<file path="config.mk">
export PLATFORM = sky130hd
export DESIGN_NAME = amb_geri_yazma_tamponu
export DESIGN_NICKNAME = d
export VERILOG_FILES = /design/src/rtl/amb_geri_yazma_tamponu.sv
export SDC_FILE = /design/constraint.sdc
export NUM_CORES = 1
export LEC_CHECK = 0
export CELL_PAD_IN_SITES_DETAIL_PLACEMENT = 1
export CELL_PAD_IN_SITES_GLOBAL_PLACEMENT = 1
export CORE_UTILIZATION = 55
export CTS_CLUSTER_DIAMETER = 200
export DETAILED_ROUTE_END_ITERATION = 8
export DONT_BUFFER_PORTS = 1
export PLACE_DENSITY = 0.84
export SLEW_MARGIN = 40
export SYNTH_ARGS = -nofsm -noshare
export SYNTH_HDL_FRONTEND = slang
export SYNTH_SLANG_ARGS = --single-unit
</file>
<file path="constraint.sdc">
create_clock -name clk_i -period 5.2 [get_ports clk_i]
set_clock_uncertainty 0.1 [all_clocks]
set_input_delay 1.04 -clock clk_i [delete_from_list [all_inputs] [get_ports clk_i]]
set_output_delay 1.04 -clock clk_i [all_outputs]
set_load 0.01 [all_outputs]
</file>
<file path="src/rtl/amb_geri_yazma_tamponu.sv">
// Write-back buffer between the AMB result and the single register-file write port.
// Memory-unit writes own the port; ALU results wait in an in-order FIFO and can be forwarded.
module amb_geri_yazma_tamponu #(
    parameter int DERINLIK = 4
) (
    input  logic        clk_i,
    input  logic        rst_i,
    input  logic        amb_hazir_i,
    input  logic [31:0] amb_sonuc_i,
    input  logic        amb_yaz_i,
    input  logic [4:0]  amb_hedef_yazmac_i,
    input  logic        bellek_gecerli_i,
    input  logic [31:0] bellek_veri_i,
    input  logic [4:0]  bellek_hedef_yazmac_i,
    output logic        durdur_o,
    output logic        yaz_gecerli_o,
    output logic [4:0]  yaz_adres_o,
    output logic [31:0] yaz_veri_o,
    input  logic [4:0]  ileri_sorgu_adres_i,
    output logic        ileri_gecerli_o,
    output logic [31:0] ileri_veri_o
);

    localparam int PTR_W = $clog2(DERINLIK);
    localparam int CNT_W = PTR_W + 1;

    logic [31:0]         veri_q   [DERINLIK];
    logic [4:0]          adres_q  [DERINLIK];
    logic [DERINLIK-1:0] gecerli_q;
    logic [PTR_W-1:0]    oku_ptr;
    logic [PTR_W-1:0]    yaz_ptr;
    logic [CNT_W-1:0]    sayac;
    logic                it;
    logic                cek;
    logic [PTR_W-1:0]    idx;

    // Handshake: a result is taken when amb_hazir_i is high and durdur_o is low; while
    // durdur_o is high the AMB re-presents the same result, which is taken once the stall drops.
    assign durdur_o = (sayac == CNT_W'(DERINLIK));
    assign it  = amb_hazir_i & amb_yaz_i & (amb_hedef_yazmac_i != 5'd0) & ~durdur_o;
    assign cek = ~bellek_gecerli_i & (sayac != '0);

    always_ff @(posedge clk_i) begin
        if (rst_i) begin
            oku_ptr       <= '0;
            yaz_ptr       <= '0;
            sayac         <= '0;
            gecerli_q     <= '0;
            yaz_gecerli_o <= 1'b0;
            yaz_adres_o   <= 5'd0;
            yaz_veri_o    <= 32'd0;
        end else begin
            if (bellek_gecerli_i) begin
                // The memory write is younger than everything buffered, so older writes to its rd die.
                for (int i = 0; i < DERINLIK; i++) begin
                    if (adres_q[i] == bellek_hedef_yazmac_i) gecerli_q[i] <= 1'b0;
                end
                yaz_gecerli_o <= 1'b1;
                yaz_adres_o   <= bellek_hedef_yazmac_i;
                yaz_veri_o    <= bellek_veri_i;
            end else if (cek) begin
                yaz_gecerli_o <= gecerli_q[oku_ptr];
                yaz_adres_o   <= adres_q[oku_ptr];
                yaz_veri_o    <= veri_q[oku_ptr];
                oku_ptr       <= oku_ptr + 1'b1;
            end else begin
                yaz_gecerli_o <= 1'b0;
            end

            if (it) begin
                veri_q[yaz_ptr]    <= amb_sonuc_i;
                adres_q[yaz_ptr]   <= amb_hedef_yazmac_i;
                gecerli_q[yaz_ptr] <= 1'b1;
                yaz_ptr            <= yaz_ptr + 1'b1;
            end

            case ({it, cek})
                2'b10:   sayac <= sayac + 1'b1;
                2'b01:   sayac <= sayac - 1'b1;
                default: sayac <= sayac;
            endcase
        end
    end

    // Walk oldest to youngest so the last hit (the youngest) wins; the write register is oldest.
    always_comb begin
        ileri_gecerli_o = 1'b0;
        ileri_veri_o    = 32'd0;
        idx             = oku_ptr;
        if (ileri_sorgu_adres_i != 5'd0) begin
            if (yaz_gecerli_o && (yaz_adres_o == ileri_sorgu_adres_i)) begin
                ileri_gecerli_o = 1'b1;
                ileri_veri_o    = yaz_veri_o;
            end
            for (int k = 0; k < DERINLIK; k++) begin
                idx = oku_ptr + PTR_W'(k);
                if ((CNT_W'(k) < sayac) && gecerli_q[idx] &&
                    (adres_q[idx] == ileri_sorgu_adres_i)) begin
                    ileri_gecerli_o = 1'b1;
                    ileri_veri_o    = veri_q[idx];
                end
            end
        end
    end

endmodule

</file>
Yosys cells after proc, flatten, opt, wreduce, memory -nomap -nowiden
Memory sizes are Yosys's and may differ from the RTL's. A register that Yosys moved wholly into a read port is not among the register bits.
Index checks and enable logic that the tools add are counted.
- bits in registers: 49
- bits in writable memories: 148
- input bits: 84
- output and inout port bits: 72
- logic and storage cells: 103
- memories: 2
- add/sub/neg operators: 6
- $lt $le $gt $ge: 10
- equal/unequal tests: 12
- multiplexer cells: 43
- bitwise operators: 7
- reduce and logical (&&, ||, !) cells: 16
- memory list (memory ; depth ; width ; rd ports ; clocked after memory_dff ; wr ports ; line ; source):
    veri_q ; 4 ; 32 ; 4 ; 1 ; 1 ; 27 ; logic [31:0] veri_q [DERINLIK];
    adres_q ; 4 ; 5 ; 8 ; 1 ; 1 ; 28 ; logic [4:0] adres_q [DERINLIK];
- operators with widths (operator ; number):
    $mux 32 ; 8
    $eq 5x5->1 ; 9
    $mux 1 ; 20
    $lt 2x3->1 const B ; 5
    $mux 4 ; 3
    $logic_and 1x1->1 ; 10
    $mux 5 ; 2
    $reduce_bool 5->1 ; 2
    $bmux 1 s2 ; 4
    $mux 2 ; 4
    $lt 1x3->1 const A ; 2
    $lt 2x3->1 const A ; 2
    $pmux 3 s2 ; 1
    $add 2x1->2 const B ; 2
    $add 2x2->2 const B ; 2
    $and 1x1->1 ; 4
    $or 4x4->4 ; 1
    $reduce_bool 2->1 ; 2
    $add 3x1->3 const B ; 1
    $eq 3x3->1 const B ; 1
    $reduce_bool 3->1 ; 1
    $sub 3x1->3 const B ; 1
    $demux 1 s2 ; 1
    $eq 2x1->1 const B ; 1
    other kinds (4) ; 5

Depth between registers and ports, before layout
- depth in word-level cells: 9
- gate-level depth with buffers: 11
- depth with buffers taken out: 9

Worst setup path after synthesis
No wires, ideal clock.
- kind: in2out
- start: input port ileri_sorgu_adres_i[0]
- end: output port ileri_veri_o[21]
- data arrival time: 2995 ps
- data required time: 4060 ps
- path slack: 1065 ps
- cell stages on the path: 9
- path buffers: 3
- cell sequence: clkbuf_1 nor2b_1 mux2i_1 a2111oi_4 and2_1 buf_2 clkbuf_1 a311oi_1 o22ai_1
- longest elaborated chain between the ends: 8
- elaborated cells on any way between the ends: 17
- those cells by class: eq/ne (5); mux (6); reduce/logical (6)
- RTL lines (element ; line ; source):
    start: declaration ; 19 ; input logic [4:0] ileri_sorgu_adres_i,
    $eq 5x5->1 ; 91 ; if (yaz_gecerli_o && (yaz_adres_o == ileri_sorgu_adres_i)) begin
    $logic_and 1x1->1 ; 91 ;
    $mux 32 ; 91 ;
    $mux 32 (4 in series) ; 97 ; if ((CNT_W'(k) < sayac) && gecerli_q[idx] &&
    $mux 32 (*) ; 90 ; if (ileri_sorgu_adres_i != 5'd0) begin
    end: declaration ; 21 ; output logic [31:0] ileri_veri_o
Every way passes the cells marked *; elsewhere a longest branch is shown, timed or not.

Worst setup path after layout
- start: register oku_ptr[1]
- end: output port ileri_veri_o[12]
- longest elaborated chain between the ends: 9
- elaborated cells on any way between the ends: 29
- those cells by class: add/sub (3); eq/ne (3); mux (13); reduce/logical (8); memory (2)
- RTL lines (element ; line ; source):
    start: declaration ; 30 ; logic [PTR_W-1:0] oku_ptr;
    start signal: assignment ; 65 ; oku_ptr <= oku_ptr + 1'b1;
    branches (longest 7 deep; another with $mem_v2 4x5) ; - ;
    $mux 32 (*) ; 97 ;
    $mux 32 (*) ; 90 ;
Every way passes the cells marked *. The select of a mux whose other input is x is not followed.

==> metrics.cfg <==
[power_and_ir_drop]
p_int_uw = 3410
switchingPower_uw = 2070
power_frac_comb_pct = 38.8
swShare_pct = 37.7
p_seq_share_pct = 36.5
power.density_mw_per_mm2 = 391
p_leak_uw = 0.00439
pwr-share-clk_pct = 24.7
ir_drop_uv = 326

[synthesis]
synth_top_area_share_pct = 33.6
yosys_warnings = 0
syn_nets = 1286
ys_top_cells_by_area = edfxtp_1 34%, mux4_2 16%, dfxtp_1 7.7%
synth_cell_types = 47
seq_area_frac_synth_pct = 41.3
netlist_area_mm2 = 0.0132
syn_inst = 1193
yosys.area.top_type = edfxtp_1
syn_area_per_cell_um2 = 11.1
synth-seq-cells = 199

[final_layout]
nets = 1213
final_common_cell = edfxtp_1
nFillCells = 2447
layout_common_cells = 148 x edfxtp_1, 131 x a21oi_1, 93 x mux4_2, 92 x nand2_1, 66 x mux2i_1
n_antenna_cell = 0
layout-drive-gt1-share_pct = 21.4
synthToLayoutAreaGrowth_pct = 5.97

[detailed_routing]
drtIter0Drc = 1423
firstDrtPassIters = 9
vias_per_cell = 7.55
drt-wirelength-per-cell_um = 31.2
antenna_left = 0
drc_errors = 0
vias = 10957
routed_wl_um = 45300

[die]
dieArea_mm2 = 0.0247
start_util_pct = 56.2
rows = 56
ios = 156
chipHeight_um = 157
core_mm2 = 0.0235
die_w_um = 157

[placed_design]
gp_congestion = 0.964
io_buffers = 0
dpl_worst_slack_ns = 0.789
dp_hpwl_um = 29300

[job]
drv_cap = 0

[worst_setup_path]
crit_required_ns = 4.06
startpoint = oku_ptr[1]
timing.rr.end = veri_q[0][13]
start_kind = flop
arrival_ns = 3.88
crit_type = flop to output pin
r2r_slack_ns = 1.93
reg2reg_from = sayac[0]
cp-end-kind = output pin
cp-endpoint = ileri_veri_o[12]
rr_worst_depth = 8
path_max_fanout = 36

[sta]
finalMaxSlewViolations = 0
slew_headroom_pct = 40.9
fmax_ghz = 0.199
fin_setup_tns_ns = 0
rsz0062_at_grt = false
fin_crit_ns = 5.02
hold_viol = 0
tightestPinTransition_ns = 0.887
fin_crit_sh_pct = 96.5
worst_slack_ns = 0.183
finalSetupViolations = 0

[cts]
clk_latency_ns = 0.44
cts.sinks = 199
cts_tree = done
cts-hold-fix-buffers = 0
clock_path_buffers = 2
htreeDepth = 4
cts_setup_buffers = 0
post_cts_resize_count = 0
clkTransAtPathRegs_ns = 0.08
cts_root_buf = clkbuf_16
cts-buffers-inserted = 17

[hold_path]
hold_depth = 1
hold_class = flop to flop

[global_routing]
grt_max_degree = 131
grt-ovfl-total = 0
grt_usage_pct = 37.2
antenna_found_initial = 0
grt_pass1_vias = 11157
grt_pass1_wl_um = 68000

[status]
outcome = completed

==> how the worst min path moves through the flow <==
| stage | start | endpoint | slack, ns |
|---|---|---|---|
| finish | gecerli_q[0] | gecerli_q[0] | 0.49 |
| floorplan | gecerli_q[2] | gecerli_q[2] | 0.40 |
| CTS | yaz_ptr[1] | yaz_ptr[1] | 0.49 |
| global placement | yaz_ptr[1] | yaz_ptr[1] | 0.44 |
| detailed placement | yaz_ptr[1] | yaz_ptr[1] | 0.48 |
| global route | gecerli_q[0] | gecerli_q[0] | 0.51 |
==> worst max-delay path, stage by stage (launching register included) <==
cell     delay [ns]
dfxtp_4        0.52
buf_4          0.50
inv_1          0.37
buf_4          0.34
nor3_1         0.32
o21a_2         0.37
buf_4          0.37
mux2i_1        0.18
o22ai_1        0.43
==> registers in the layout, summed over array words and instances, names as in the netlist, named ones only <==
register,cells
yaz_ptr,2
yaz_veri_o,32
yaz_gecerli_o,1
gecerli_q,4
adres_q,20
sayac,3
oku_ptr,2
veri_q,128
yaz_adres_o,5
==> per-layer routing <==
| metal | global-route usage (%) | vias to the layer above | wire (um) |
|---|---|---|---|
| li1 | - | 4507 | - |
| met1 | 44.9 | 5468 | 16400 |
| met2 | 61.5 | 807 | 21800 |
| met3 | 9.39 | 175 | 4940 |
| met4 | 19.5 | 0 | 2090 |
| met5 | 0 | - | 0 |
==> Yosys cell counts, drive strengths merged <==
library cell and count:
a2111oi 2, a211oi 11, a21oi 131, a22oi 10, a311oi 22, a31o 4, a31oi 11, and2 8
and3 35, buf 39, clkbuf 91, dfxtp 51, edfxtp 148, ha 9, inv 8, mux2 54
mux2i 66, mux4 93, nand2 92, nand2b 1, nand3 27, nand4 44, nor2 61, nor2b 3
nor3 36, nor4 26, o21a 1, o21ai 14, o21ba 2, o21bai 1, o22ai 22, o311a 1
o311ai 10, o32ai 2, or3 1, or4 2, xnor2 13, xor2 41
==> area by class of cell <==
cell class                 count  area [um2]  share of cell area, %
clock inverter                 8        83.8                  0.598
tap                          319         399                   2.85
clock buffer                  24         493                   3.51
timing repair buffer          38         305                   2.18
sequential                   199        5480                   39.0
inverter                       8        30.0                  0.214
multi-input combinational    856        7240                   51.6
==> per-stage QoR <==
stage | utilization, % | total power [uW] | instance area [um2] | std cells | hold slack, ns
2_1_floorplan | - | 3570 | 13200 | 1193 | 0.401
3_3_place_gp | 57.1 | 3980 | 13400 | 1419 | 0.443
3_5_place_dp | 57.1 | 4090 | 13400 | 1420 | 0.478
4_1_cts | 59.6 | 5430 | 14000 | 1452 | 0.490
5_1_grt | 59.6 | 5650 | 14000 | 1452 | 0.511
6_report | 59.6 | 5480 | 14000 | 1452 | 0.493
==> power groups by stage <==
stage,Combinational [uW],Clock [uW],Sequential (uW)
after floorplan,1650,0,1920
after global placement,1970,0,2020
after detailed placement,2060,0,2030
after CTS,2080,1350,2000
after global routing,2240,1400,2010
final,2130,1350,2000
==> kinds of logic (layout without fill, tap and decap cells) <==
| logic type | after synthesis | count (layout) | synth area share (%) |
|---|---|---|---|
| XOR/XNOR | 54 | 54 | 3.57 |
| AO/OA/AOI/OAI | 244 | 244 | 11.8 |
| adder cells (fa/ha/maj) | 9 | 9 | 0.851 |
| AND/OR/NAND/NOR | 336 | 336 | 12.5 |
| multiplexers | 213 | 213 | 25.4 |
| buffers and inverters | 138 | 78 | 4.52 |
| flip-flops | 199 | 199 | 41.3 |
Note: power is estimated with default switching activity, not from simulation.
